===== src/rtl/div_ctrl_if.sv =====
`default_nettype none
// ============================================================================
//  Module      : div_ctrl_if
//  Description : Execute-stage <-> divider controller signal bundle.
//                master = execute stage / hazard side, slave = divider.
//  Revision    : 1.0  initial release
// ============================================================================
interface div_ctrl_if;
  logic        start;
  logic        sign;
  logic [31:0] a;
  logic [31:0] b;
  logic        flush;
  logic        stall;
  logic        valid;
  logic [31:0] lo;
  logic [31:0] hi;

  modport master (output start, sign, a, b, flush,
                  input  stall, valid, lo, hi);

  modport slave  (input  start, sign, a, b, flush,
                  output stall, valid, lo, hi);
endinterface
`default_nettype wire


===== src/rtl/div_ctrl.sv =====
`default_nettype none
// ============================================================================
//  Module      : div_ctrl
//  Description : Iterative restoring divider for DIV/DIVU. Works on operand
//                magnitudes, one quotient bit per cycle, then applies the
//                MIPS sign rules. Stalls the pipeline while busy.
//  Revision    : 1.0  initial release
// ============================================================================
module div_ctrl #(
  parameter int ITER = 32
) (
  input  wire logic   clk,
  input  wire logic   resetn,
  div_ctrl_if.slave   bus
);

  localparam int                CNT_W    = (ITER > 1) ? $clog2(ITER) : 1;
  localparam logic [CNT_W-1:0]  CNT_LAST = CNT_W'(ITER - 1);

  typedef enum logic [1:0] {
    IDLE = 2'd0,
    BUSY = 2'd1,
    DONE = 2'd2
  } state_t;

  state_t            state_q, state_d;
  logic [31:0]       rem_q,   rem_d;    // partial remainder (always < divisor)
  logic [31:0]       quo_q,   quo_d;    // dividend shifting out / quotient in
  logic [31:0]       dvs_q,   dvs_d;    // divisor magnitude
  logic [CNT_W-1:0]  cnt_q,   cnt_d;
  logic              sgn_q,   sgn_d;
  logic              a_neg_q, a_neg_d;
  logic              b_neg_q, b_neg_d;
  logic [31:0]       lo_q,    lo_d;
  logic [31:0]       hi_q,    hi_d;

  logic              accept;
  logic [31:0]       a_mag, b_mag;
  logic [32:0]       rem_sh;
  logic [32:0]       diff;
  logic              ge;
  logic [31:0]       rem_step, quo_step;
  logic [31:0]       quo_fix,  rem_fix;

  // Request acceptance, operand magnitudes and one restoring step
  always_comb begin
    accept = (state_q == IDLE) && bus.start && !bus.flush;
    a_mag  = (bus.sign && bus.a[31]) ? (32'd0 - bus.a) : bus.a;
    b_mag  = (bus.sign && bus.b[31]) ? (32'd0 - bus.b) : bus.b;
    // 33-bit shifted remainder; since rem < divisor the difference cannot
    // exceed 32 bits when non-negative, so bit 32 of diff is the borrow.
    rem_sh   = {rem_q, quo_q[31]};
    diff     = rem_sh - {1'b0, dvs_q};
    ge       = !diff[32];
    rem_step = ge ? diff[31:0] : rem_sh[31:0];
    quo_step = {quo_q[30:0], ge};
    quo_fix  = (sgn_q && (a_neg_q ^ b_neg_q)) ? (32'd0 - quo_step) : quo_step;
    rem_fix  = (sgn_q && a_neg_q) ? (32'd0 - rem_step) : rem_step;
  end

  // Next-state and datapath updates; flush overrides everything
  always_comb begin
    state_d = state_q;
    rem_d   = rem_q;
    quo_d   = quo_q;
    dvs_d   = dvs_q;
    cnt_d   = cnt_q;
    sgn_d   = sgn_q;
    a_neg_d = a_neg_q;
    b_neg_d = b_neg_q;
    lo_d    = lo_q;
    hi_d    = hi_q;
    unique case (state_q)
      IDLE: begin
        if (accept) begin
          sgn_d   = bus.sign;
          a_neg_d = bus.a[31];
          b_neg_d = bus.b[31];
          rem_d   = 32'd0;
          quo_d   = a_mag;
          dvs_d   = b_mag;
          cnt_d   = '0;
          if (bus.b == 32'd0) begin
            // Divide-by-zero result is defined on raw operands, no fix-up
            state_d = DONE;
            lo_d    = 32'hFFFF_FFFF;
            hi_d    = bus.a;
          end else begin
            state_d = BUSY;
          end
        end
      end
      BUSY: begin
        rem_d = rem_step;
        quo_d = quo_step;
        cnt_d = cnt_q + 1'b1;
        if (cnt_q == CNT_LAST) begin
          state_d = DONE;
          lo_d    = quo_fix;
          hi_d    = rem_fix;
        end
      end
      DONE:    state_d = IDLE;   // start still high here is the same instruction
      default: state_d = IDLE;
    endcase
    if (bus.flush) begin
      state_d = IDLE;
      lo_d    = lo_q;
      hi_d    = hi_q;
    end
  end

  // State and result registers with synchronous active-low reset
  always_ff @(posedge clk) begin
    if (!resetn) begin
      state_q <= IDLE;
      rem_q   <= 32'd0;
      quo_q   <= 32'd0;
      dvs_q   <= 32'd0;
      cnt_q   <= '0;
      sgn_q   <= 1'b0;
      a_neg_q <= 1'b0;
      b_neg_q <= 1'b0;
      lo_q    <= 32'd0;
      hi_q    <= 32'd0;
    end else begin
      state_q <= state_d;
      rem_q   <= rem_d;
      quo_q   <= quo_d;
      dvs_q   <= dvs_d;
      cnt_q   <= cnt_d;
      sgn_q   <= sgn_d;
      a_neg_q <= a_neg_d;
      b_neg_q <= b_neg_d;
      lo_q    <= lo_d;
      hi_q    <= hi_d;
    end
  end

  // Combinational stall so the requesting instruction is held on arrival
  always_comb begin
    bus.stall = resetn && (accept || (state_q == BUSY));
    bus.valid = (state_q == DONE);
    bus.lo    = lo_q;
    bus.hi    = hi_q;
  end

endmodule
`default_nettype wire


===== src/flat_wrapper.sv =====
// flat-port wrapper written by rule: the top's interface ports become plain ports
module div_ctrl_flat 
#(
  parameter int ITER = 32
)
  (clk, resetn, bus_start, bus_sign, bus_a, bus_b, bus_flush, bus_stall, bus_valid, bus_lo, bus_hi);
  div_ctrl_if bus_i ();
  input  wire logic clk;
  input  wire logic resetn;
  input wire logic [$bits(bus_i.start)-1:0] bus_start;
  input wire logic [$bits(bus_i.sign)-1:0] bus_sign;
  input wire logic [$bits(bus_i.a)-1:0] bus_a;
  input wire logic [$bits(bus_i.b)-1:0] bus_b;
  input wire logic [$bits(bus_i.flush)-1:0] bus_flush;
  output wire logic [$bits(bus_i.stall)-1:0] bus_stall;
  output wire logic [$bits(bus_i.valid)-1:0] bus_valid;
  output wire logic [$bits(bus_i.lo)-1:0] bus_lo;
  output wire logic [$bits(bus_i.hi)-1:0] bus_hi;
  assign bus_i.start = bus_start;
  assign bus_i.sign = bus_sign;
  assign bus_i.a = bus_a;
  assign bus_i.b = bus_b;
  assign bus_i.flush = bus_flush;
  assign bus_stall = bus_i.stall;
  assign bus_valid = bus_i.valid;
  assign bus_lo = bus_i.lo;
  assign bus_hi = bus_i.hi;
  div_ctrl #(.ITER(ITER)) u_core (.clk(clk), .resetn(resetn), .bus(bus_i));
endmodule

===== config.mk =====
export PLATFORM = sky130hd
export DESIGN_NAME = div_ctrl_flat
export DESIGN_NICKNAME = d
export VERILOG_FILES = /design/src/rtl/div_ctrl_if.sv /design/src/rtl/div_ctrl.sv /design/src/flat_wrapper.sv
export SDC_FILE = /design/constraint.sdc
export NUM_CORES = 1
export LEC_CHECK = 0
export ABC_AREA = 1
export CAP_MARGIN = 0
export CELL_PAD_IN_SITES_DETAIL_PLACEMENT = 2
export CELL_PAD_IN_SITES_GLOBAL_PLACEMENT = 2
export CORE_MARGIN = 5
export CORE_UTILIZATION = 34
export CTS_BUF_LIST = sky130_fd_sc_hd__clkbuf_8
export DETAILED_ROUTE_END_ITERATION = 12
export GPL_TIMING_DRIVEN = 0
export PLACE_DENSITY_LB_ADDON = 0.1
export SETUP_SLACK_MARGIN = 0.4
export SYNTH_ARGS = -nofsm -noshare
export SYNTH_HDL_FRONTEND = slang
export SYNTH_SLANG_ARGS = --single-unit

===== constraint.sdc =====
create_clock -name clk -period 6.6 [get_ports clk]
set_input_delay 1.32 -clock clk [delete_from_list [all_inputs] [get_ports clk]]
set_output_delay 1.32 -clock clk [all_outputs]
set_load 0.02 [all_outputs]

==> results of run 1 <==
==> where the power goes <==
part | switching (W) | internal, W
sequential | 0.0000433 | 0.00107
clock | 0.000498 | 0.000276
combinational | 0.000685 | 0.000275
total | 0.00123 | 0.00162
==> logic make-up after synthesis <==
group,Yosys count,share of synthesized area (%)
flip-flops,170,26.3
AND/OR/NAND/NOR,1031,33.8
XOR/XNOR,41,2.77
adder cells (fa/ha/maj),39,3.83
buffers and inverters,389,12.0
AO/OA/AOI/OAI,475,21.3
==> sequential cells by signal, summed over array words and instances (netlist names) <==
signal and cells:
u_core.rem_q 32, u_core.state_q 2, u_core.cnt_q 5, u_core.sgn_q 1, u_core.bus.hi 32, u_core.quo_q 32, u_core.bus.lo 32, u_core.a_neg_q 1
u_core.b_neg_q 1, u_core.dvs_q 32
==> cells in the final DEF, fill, tap and decap left out, drive strengths merged, types with 9 or more instances in the layout <==
cell / Yosys / routed
a21oi: 165 / 165
a31oi: 27 / 27
buf: 22 / 22
clkbuf: 66 / 83
clkdlybuf4s50: 0 / 134
dfxtp: 170 / 170
ha: 38 / 38
inv: 298 / 305
nand2: 573 / 573
nand3: 142 / 142
nand3b: 10 / 10
nand4: 21 / 21
nor2: 228 / 228
nor3: 29 / 29
nor4: 12 / 12
o211ai: 26 / 26
o21a: 10 / 10
o21ai: 176 / 176
o21bai: 9 / 9
o221ai: 19 / 19
o31ai: 10 / 10
or2: 12 / 12
xnor2: 11 / 11
xor2: 30 / 30
==> metal layers <==
| metal | global-route usage (%) | wire (microns) | vias up |
|---|---|---|---|
| met4 | 11.7 | 2630 | 2 |
| met3 | 5.29 | 4530 | 124 |
| met1 | 44.5 | 31600 | 8088 |
| met2 | 54.8 | 32700 | 548 |
| met5 | 0 | 13 | - |
| li1 | - | - | 7334 |
==> per-stage QoR <==
step,worst slack (ns),cells,hold WS [ns]
floorplan,2.83,2145,0.437
global placement,0.996,2790,0.454
detailed placement,0.844,2790,0.460
CTS,1.21,2822,0.477
global route,1.02,2822,0.498
finish,1.16,2823,0.474
==> cells in the mapped netlist (all sizes together), types with 3 or more instances <==
cell type and count:
xnor2 11, o221ai 19, a21oi 165, o22ai 4, o311ai 5, clkinv 3
o211ai 26, nand3 142, clkbuf 66, buf 22, o31ai 10, a21o 3
or2 12, xor2 30, inv 298, nor4 12, nor2 228, a211oi 6
a31oi 27, dfxtp 170, o21ai 176, nor3 29, o21a 10, nand3b 10
o21bai 9, a31o 4, nand4 21, ha 38, nand2 573, o2111ai 4
==> cell type report <==
class                   count  area [sq um]  area share (%)
clock inverters            15           139           0.908
plain buffers              88           422            2.76
multi-input cells        1586          7990            52.2
clock buffers              17           234            1.53
well taps                 511           639            4.18
flip-flops and latches    170          3400            22.2
repair buffers            134          1340            8.77
inverters                 301          1130            7.39
diodes                      1          2.50          0.0164
==> critical path: stages <==
cell and delay, ns:
clkdlybuf4s50_1 0.48, inv_1 0.05, nand3_1 0.46, inv_1 0.28, nor2_1 0.34, clkbuf_1 0.45
nor2_1 0.15, clkdlybuf4s50_1 0.58
==> worst max path at each step <==
stage / start / end / slack (ns) / depth (start not counted)
after global routing: u_core.quo_q[31] / u_core.bus.lo[28] / 1.02 / 27
after CTS: bus_flush / bus_stall / 1.21 / 8
after global placement: bus_b[0] / u_core.bus.hi[24] / 1.0 / 14
after detailed placement: bus_b[0] / u_core.bus.hi[24] / 0.84 / 14
after floorplan: u_core.quo_q[31] / u_core.bus.lo[28] / 2.83 / 27
final: bus_flush / bus_stall / 1.16 / 8
==> metrics.yaml, run 1 <==
crit_fanout: 10
r2r_slack_ns: 1.38
worstSetupPathType: "input pin to primary output"
clk_path_buf_depth: 2
slew-limit-headroom_pct: 27.3
dieArea_sq_mm: 0.0421
startpoint_type: "input pin"
timing.rr.end: "u_core.bus.lo[28]"
viasPerCell: 5.70
antenna_found_initial: 3
p_leak_nw: 7.11
hp-class: "flop to flop"
drive_gt1_share_pct: 4.63
hold_buffers: 0
ys_ff_latch: 170
start_util_pct: 34.4
hold_path_end: "u_core.bus.lo[19]"
track_usage_pct: 33.4
reg2reg_from: "u_core.quo_q[31]"
syn-num-nets: 2253
die_w_microns: 205
setup_viol_count_final: 0
ys_types: 52
drc: 0
numCtsBuffers: 17
ys_warn_count: 0
post_cts_resize_count: 0
critPathCaptureType: "primary output"
netlist_top_cells_area: "dfxtp_1, nand2_1, inv_1"
cts_setup_buffers: 0
cts_root_buf: "clkbuf_8"
period_needed_ns: 5.44
grt_pass1_vias: 17100
gp_congestion: 1.01
numPortBuffers: 134
nFillCells: 4799
insertion_delay_ns: 0.52
fmax_mhz: 184
dpl_cell_area_sq_mm: 0.0149
cts_max_level: 4
synth_flop_cell: "dfxtp_1"
fp-row-count: 71
rsz0062_at_grt: "no"
peakVddDrop_mv: 0.135
synth_top_area_share_pct: 26.3
whs_path_depth: 2
finalCritPeriodShare_pct: 82.4
wl_per_cell_microns: 25.3
first_pass_iters: 5
fin_util_pct: 40.7
finClkSkew_ns: 0.0251
syn_avg_cell_area_sq_um: 6.03
core_sq_mm: 0.0376
rr_worst_depth: 27
p_total_w: 0.00285
ant_nets: 0
hpwlAfterDp_microns: 58300
tns_ns: 0
ys_async_sr_fraction_pct: 0
synthCells: 2145
synth_top_cell_by_area: "dfxtp_1"
routed_wl_microns: 71400
grt_pass1_wl_microns: 105000
clk_pin_slew_ns: 0.11
seq_area_frac_synth_pct: 26.3
synth_edf_count: 0
cts_tree: "yes"
hold_viol: 0
maxCapViolations: 0
drt-initial-drc-count: 1079
required_ns: 5.28
worst_pin_slew_ns: 1.09
final_area_sq_mm: 0.0153
netlist_area_sq_mm: 0.0129
slew_viol_final: 0
die_h_microns: 205
hp-start: "u_core.bus.lo[19]"
grt-ovfl-total: 0
status: "finished clean"
num_io_pins: 135
vias: 16100
syn_to_final_growth_pct: 18.2
grt_max_degree: 18
nets: 2406
power_density_mw_per_mm2: 186
cts.sinks: 170
cp.arrival_ns: 4.12
Note: power is estimated with default switching activity, not from simulation.
==> run 2, diff against run 1 <==
- CORE_UTILIZATION: 34 -> 32
- clock period: 6.6 -> 5.5 ns (I/O delays scaled with it)
==> metrics.yaml, run 2 (same netlist as run 1, synthesis figures left out) <==
first_pass_iters: 7
crit_buf_inv: 5
maxCapViolations: 0
slowest_delay_ns: 0.66
drt-initial-drc-count: 1013
combinationalPowerShare_pct: 33.5
dieArea_sq_mm: 0.0446
crit_chain: "clkdlybuf4s50_1, inv_1, nand3_1, inv_1, nor2_1, clkbuf_1, nor2_1, clkdlybuf4s50_1"
cp.arrival_ns: 3.83
final_cells: 2838
fp-row-count: 73
timing.rr.end: "u_core.bus.lo[28]"
grt_pass1_wl_microns: 107000
routed_wl_microns: 72700
multiInputGateArea_sq_mm: 0.00800
crit_start: "bus_flush"
p_int_w: 0.00198
hp-class: "flop to flop"
p_seq_share_pct: 38.9
grt_pass1_vias: 16900
drive_gt1_share_pct: 4.89
required_ns: 4.40
cts_root_buf: "clkbuf_8"
finClkSkew_ns: 0.0279
hold_path_end: "u_core.bus.lo[25]"
hold_viol: 0
setup_ws_ns: 0.565
final_common_cell: "nand2_1"
slew_viol_final: 0
cpMaxStageDelayCell: "clkdlybuf4s50_1"
worstSetupPathType: "input pin to primary output"
status: "finished clean"
reg2reg_from: "u_core.quo_q[31]"
start_util_pct: 32.4
fmax_mhz: 203
cts_max_level: 4
drc: 0
clockPowerShare_pct: 27.6
num_io_pins: 135
hp-start: "u_core.bus.lo[25]"
cts.sinks: 170
nets: 2409
slew-limit-headroom_pct: 30.8
numCtsBuffers: 17
whs_path_depth: 2
vias: 16000
clk_path_buf_depth: 2
dp_cells: 2804
die_h_microns: 211
hold_buffers: 0
viasPerCell: 5.62
gp_congestion: 0.949
grt-ovfl-total: 0
power_density_mw_per_mm2: 223
layout_common_cells: "nand2_1, inv_1, nor2_1"
peakVddDrop_mv: 0.182
finalCritPeriodShare_pct: 89.7
core_sq_mm: 0.0399
crit_fanout: 10
hpwlAfterDp_microns: 59600
n_antenna_cell: 0
grt_max_degree: 17
startpoint_type: "input pin"
place_ws_ns: -0.106
swShare_pct: 42.2
p_leak_nw: 7.11
clk_pin_slew_ns: 0.09
antenna_found_initial: 1
p_sw_w: 0.00144
cts_tree: "yes"
critPathCaptureType: "primary output"
numPortBuffers: 134
rsz0062_at_grt: "yes"
rr_worst_depth: 27
period_needed_ns: 4.93
setup_viol_count_final: 0
nFillCells: 5001
worst_pin_slew_ns: 1.04
final-seq-area_sq_mm: 0.00340
die_w_microns: 211
wl_per_cell_microns: 25.6
ant_nets: 0
path_delay_family: "buffers and inverters"
syn_to_final_growth_pct: 18.6
insertion_delay_ns: 0.59
r2r_slack_ns: 0.64
track_usage_pct: 32.1
[run 2: power groups by stage]
| stage | Clock [W] | Sequential, W | Combinational (W) |
|---|---|---|---|
| after CTS | 0.000963 | 0.00133 | 0.00113 |
| after floorplan | 0 | 0.00135 | 0.000661 |
| after global routing | 0.00101 | 0.00134 | 0.00124 |
| final | 0.000945 | 0.00133 | 0.00115 |
| after detailed placement | 0 | 0.00136 | 0.00112 |
| after global placement | 0 | 0.00136 | 0.00108 |
[run 2: metrics by stage]
stage          hold slack (ns)  TNS, ns  total power, W  instance area, sq um  util [%]
6_report                 0.476        0         0.00343                 15300      38.4
5_1_grt                  0.501        0         0.00358                 15300      38.4
4_1_cts                  0.475        0         0.00342                 15300      38.4
3_5_place_dp             0.458   -0.232         0.00247                 14900      37.4
3_3_place_gp             0.453        0         0.00244                 14900      37.4
2_1_floorplan            0.437        0         0.00201                 12900         -
[run 2: layer usage]
layer / wire (microns) / part of all wire, % / track usage, % / vias to the layer above
li1: - / - / - / 7346
met1: 32500 / 45 / 41.7 / 8061
met2: 33900 / 47 / 53.0 / 411
met3: 3630 / 5.0 / 6.16 / 130
met4: 2740 / 3.8 / 12.2 / 2
met5: 11 / 0.015 / 0 / -
[run 2: area by class of cell]
cell class | count | area share, %
repair buffers | 137 | 8.89
clock inverters | 13 | 0.791
well taps | 525 | 4.28
clock buffers | 18 | 1.61
multi-input cells | 1586 | 52.1
inverters | 301 | 7.36
plain buffers | 88 | 2.75
flip-flops and latches | 170 | 22.2
[run 2: how the worst max path moves through the flow]
stage	endpoint	cells after the start
6_report	bus_stall	8
5_1_grt	u_core.bus.lo[28]	27
4_1_cts	u_core.bus.lo[28]	27
3_5_place_dp	u_core.bus.hi[24]	14
3_3_place_gp	u_core.bus.hi[24]	14
2_1_floorplan	u_core.bus.lo[28]	27
[run 2: worst min-delay path: stages (launching register included)]
cell	delay (ns)
dfxtp_1	0.32
nand2_1	0.06
a21oi_1	0.05
[run 2: repair_timing]
action | 4_1_cts | 5_1_grt
buffers inserted | 0 | 3
setup endpoints to repair | 1 | 6
pin swaps | 0 | 1
endpoints found under the hold margin | 0 | 0
gates resized for setup | 1 | 3
==> run 3, diff against run 2 <==
- CORE_MARGIN: 5 -> unset
==> metrics.yaml, run 3 (same netlist as run 1, synthesis figures left out) <==
grt-ovfl-total: 0
n_antenna_cell: 0
finClkSkew_ns: 0.0192
viasPerCell: 5.62
slowest_delay_ns: 0.58
p_int_w: 0.00208
period_needed_ns: 4.95
whs_path_depth: 2
hold_path_end: "u_core.bus.lo[27]"
cts_max_level: 4
p_total_w: 0.00352
die_w_microns: 203
cts.sinks: 170
timing.rr.end: "u_core.bus.lo[28]"
rsz0062_at_grt: "no"
dieArea_sq_mm: 0.0412
hpwlAfterDp_microns: 58300
cpMaxStageDelayCell: "clkdlybuf4s50_1"
worstSetupPathType: "input pin to primary output"
hp-class: "flop to flop"
die_h_microns: 203
fmax_mhz: 202
p_sw_w: 0.00145
multiInputGateArea_sq_mm: 0.00800
first_pass_iters: 5
status: "finished clean"
hp-start: "u_core.bus.lo[27]"
tns_ns: 0
track_usage_pct: 34.8
final_cells: 2839
setup_viol_count_final: 0
routed_wl_microns: 71000
worst_pin_slew_ns: 1.09
numPortBuffers: 134
nFillCells: 5019
cp.arrival_ns: 3.85
ant_nets: 0
drc: 0
clk_pin_slew_ns: 0.09
path_delay_family: "buffers and inverters"
p_seq_share_pct: 37.9
clockPowerShare_pct: 29.4
crit_chain: "clkdlybuf4s50_1, inv_1, nand3_1, inv_1, nor2_1, clkbuf_1, nor2_1, clkdlybuf4s50_1"
gp_congestion: 0.987
combinationalPowerShare_pct: 32.7
cts_root_buf: "clkbuf_8"
reg2reg_from: "u_core.quo_q[31]"
grt_pass1_vias: 16700
crit_fanout: 10
r2r_slack_ns: 0.71
insertion_delay_ns: 0.58
required_ns: 4.40
slew_viol_final: 0
numCtsBuffers: 17
startpoint_type: "input pin"
final_common_cell: "nand2_1"
antenna_found_initial: 5
swShare_pct: 41.1
num_io_pins: 135
hold_ws_ns: 0.475
slew-limit-headroom_pct: 27.5
wl_per_cell_microns: 25.0
clk_path_buf_depth: 2
layout_common_cells: "nand2_1, inv_1, nor2_1"
start_util_pct: 32.5
power_density_mw_per_mm2: 229
syn_to_final_growth_pct: 19.0
drt-initial-drc-count: 1059
hold_viol: 0
nets: 2410
p_leak_nw: 7.15
grt_pass1_wl_microns: 105000
cts_tree: "yes"
fp-row-count: 73
critPathCaptureType: "primary output"
core_sq_mm: 0.0398
vias: 16000
maxCapViolations: 0
rr_worst_depth: 27
grt_max_degree: 17
crit_buf_inv: 5
finalCritPeriodShare_pct: 90.1
final-seq-area_sq_mm: 0.00340
peakVddDrop_mv: 0.188
drive_gt1_share_pct: 4.84
dp_cells: 2804
run 3: cell count changes in the layout (fill, tap and decap cells not counted):
cell and change:
nor2_1 +2, nor2_2 -2, clkinvlp_4 -3, buf_6 +1, nor3_2 -1, nor3_4 +1
bufinv_16 +2, clkinv_4 +1
run 3: worst reg2reg max path, stage by stage, from the launching register on:
cell and delay [ns]:
dfxtp_1 0.36, inv_1 0.07, ha_1 0.14, inv_1 0.10, fa_1 0.45, nand2_1 0.09
nand2_1 0.08, nand3_1 0.09, nand2_1 0.11, nand2_2 0.13, nand2_4 0.07, nand2_4 0.10
nand3_2 0.13, nand2_4 0.12, buf_8 0.15, buf_6 0.24, ha_1 0.23, nand3_1 0.14
nor3_2 0.21, nand3_1 0.22, nor3_4 0.23, nand4_1 0.18, inv_1 0.12, nand3_1 0.11
nor2_1 0.21, a31oi_1 0.18, or2_2 0.31, a21oi_1 0.14
run 3: timing repair:
item | 4_1_cts | 5_1_grt
hold buffers | 0 | 0
endpoints found under the setup margin | 0 | 5
buffers inserted | 0 | 4
resized for setup | 0 | 4
run 3: power by group through the flow:
stage                     Clock, W  Combinational [W]  Sequential, W
after floorplan                  0           0.000661        0.00135
after global placement           0            0.00108        0.00136
after detailed placement         0            0.00112        0.00136
after CTS                  0.00105            0.00113        0.00133
after global routing       0.00109            0.00124        0.00134
final                      0.00103            0.00115        0.00133
run 3: stage by stage:
| stage | instance area [sq um] | setup WS, ns | util (%) |
|---|---|---|---|
| global route | 15400 | 0.405 | 38.7 |
| CTS | 15400 | 0.445 | 38.6 |
| floorplan | 12900 | 1.73 | - |
| global placement | 14900 | 0.0887 | 37.5 |
| detailed placement | 14900 | -0.124 | 37.5 |
| finish | 15400 | 0.545 | 38.7 |
run 3: area by class of cell:
class                      instances  share of cell area [%]
timing repair buffer             138                    8.90
multi-input combinational       1586                    51.9
inverter                         301                    7.33
buffer                            88                    2.76
clock inverter                    13                    1.09
tap                              525                    4.26
clock buffer                      18                    1.61
sequential                       170                    22.1
run 3: per-layer routing:
metal  track usage, %  vias to the layer above  part of all wire (%)
met3             4.94                      123                   5.6
met4             14.3                        4                   3.7
li1                 -                     7349                     -
met5                0                        -                 0.037
met2             56.6                      455                    45
met1             45.9                     8023                    45
run 3: worst max-delay path by stage:
stage	to	slack, ns	startpoint	cells past startpoint
3_5_place_dp	u_core.bus.hi[24]	-0.12	bus_b[1]	14
6_report	bus_stall	0.55	bus_flush	8
3_3_place_gp	u_core.bus.hi[24]	0.09	bus_b[0]	14
2_1_floorplan	u_core.bus.lo[28]	1.73	u_core.quo_q[31]	27
5_1_grt	u_core.bus.lo[28]	0.40	u_core.quo_q[31]	27
4_1_cts	u_core.bus.lo[28]	0.44	u_core.quo_q[31]	27
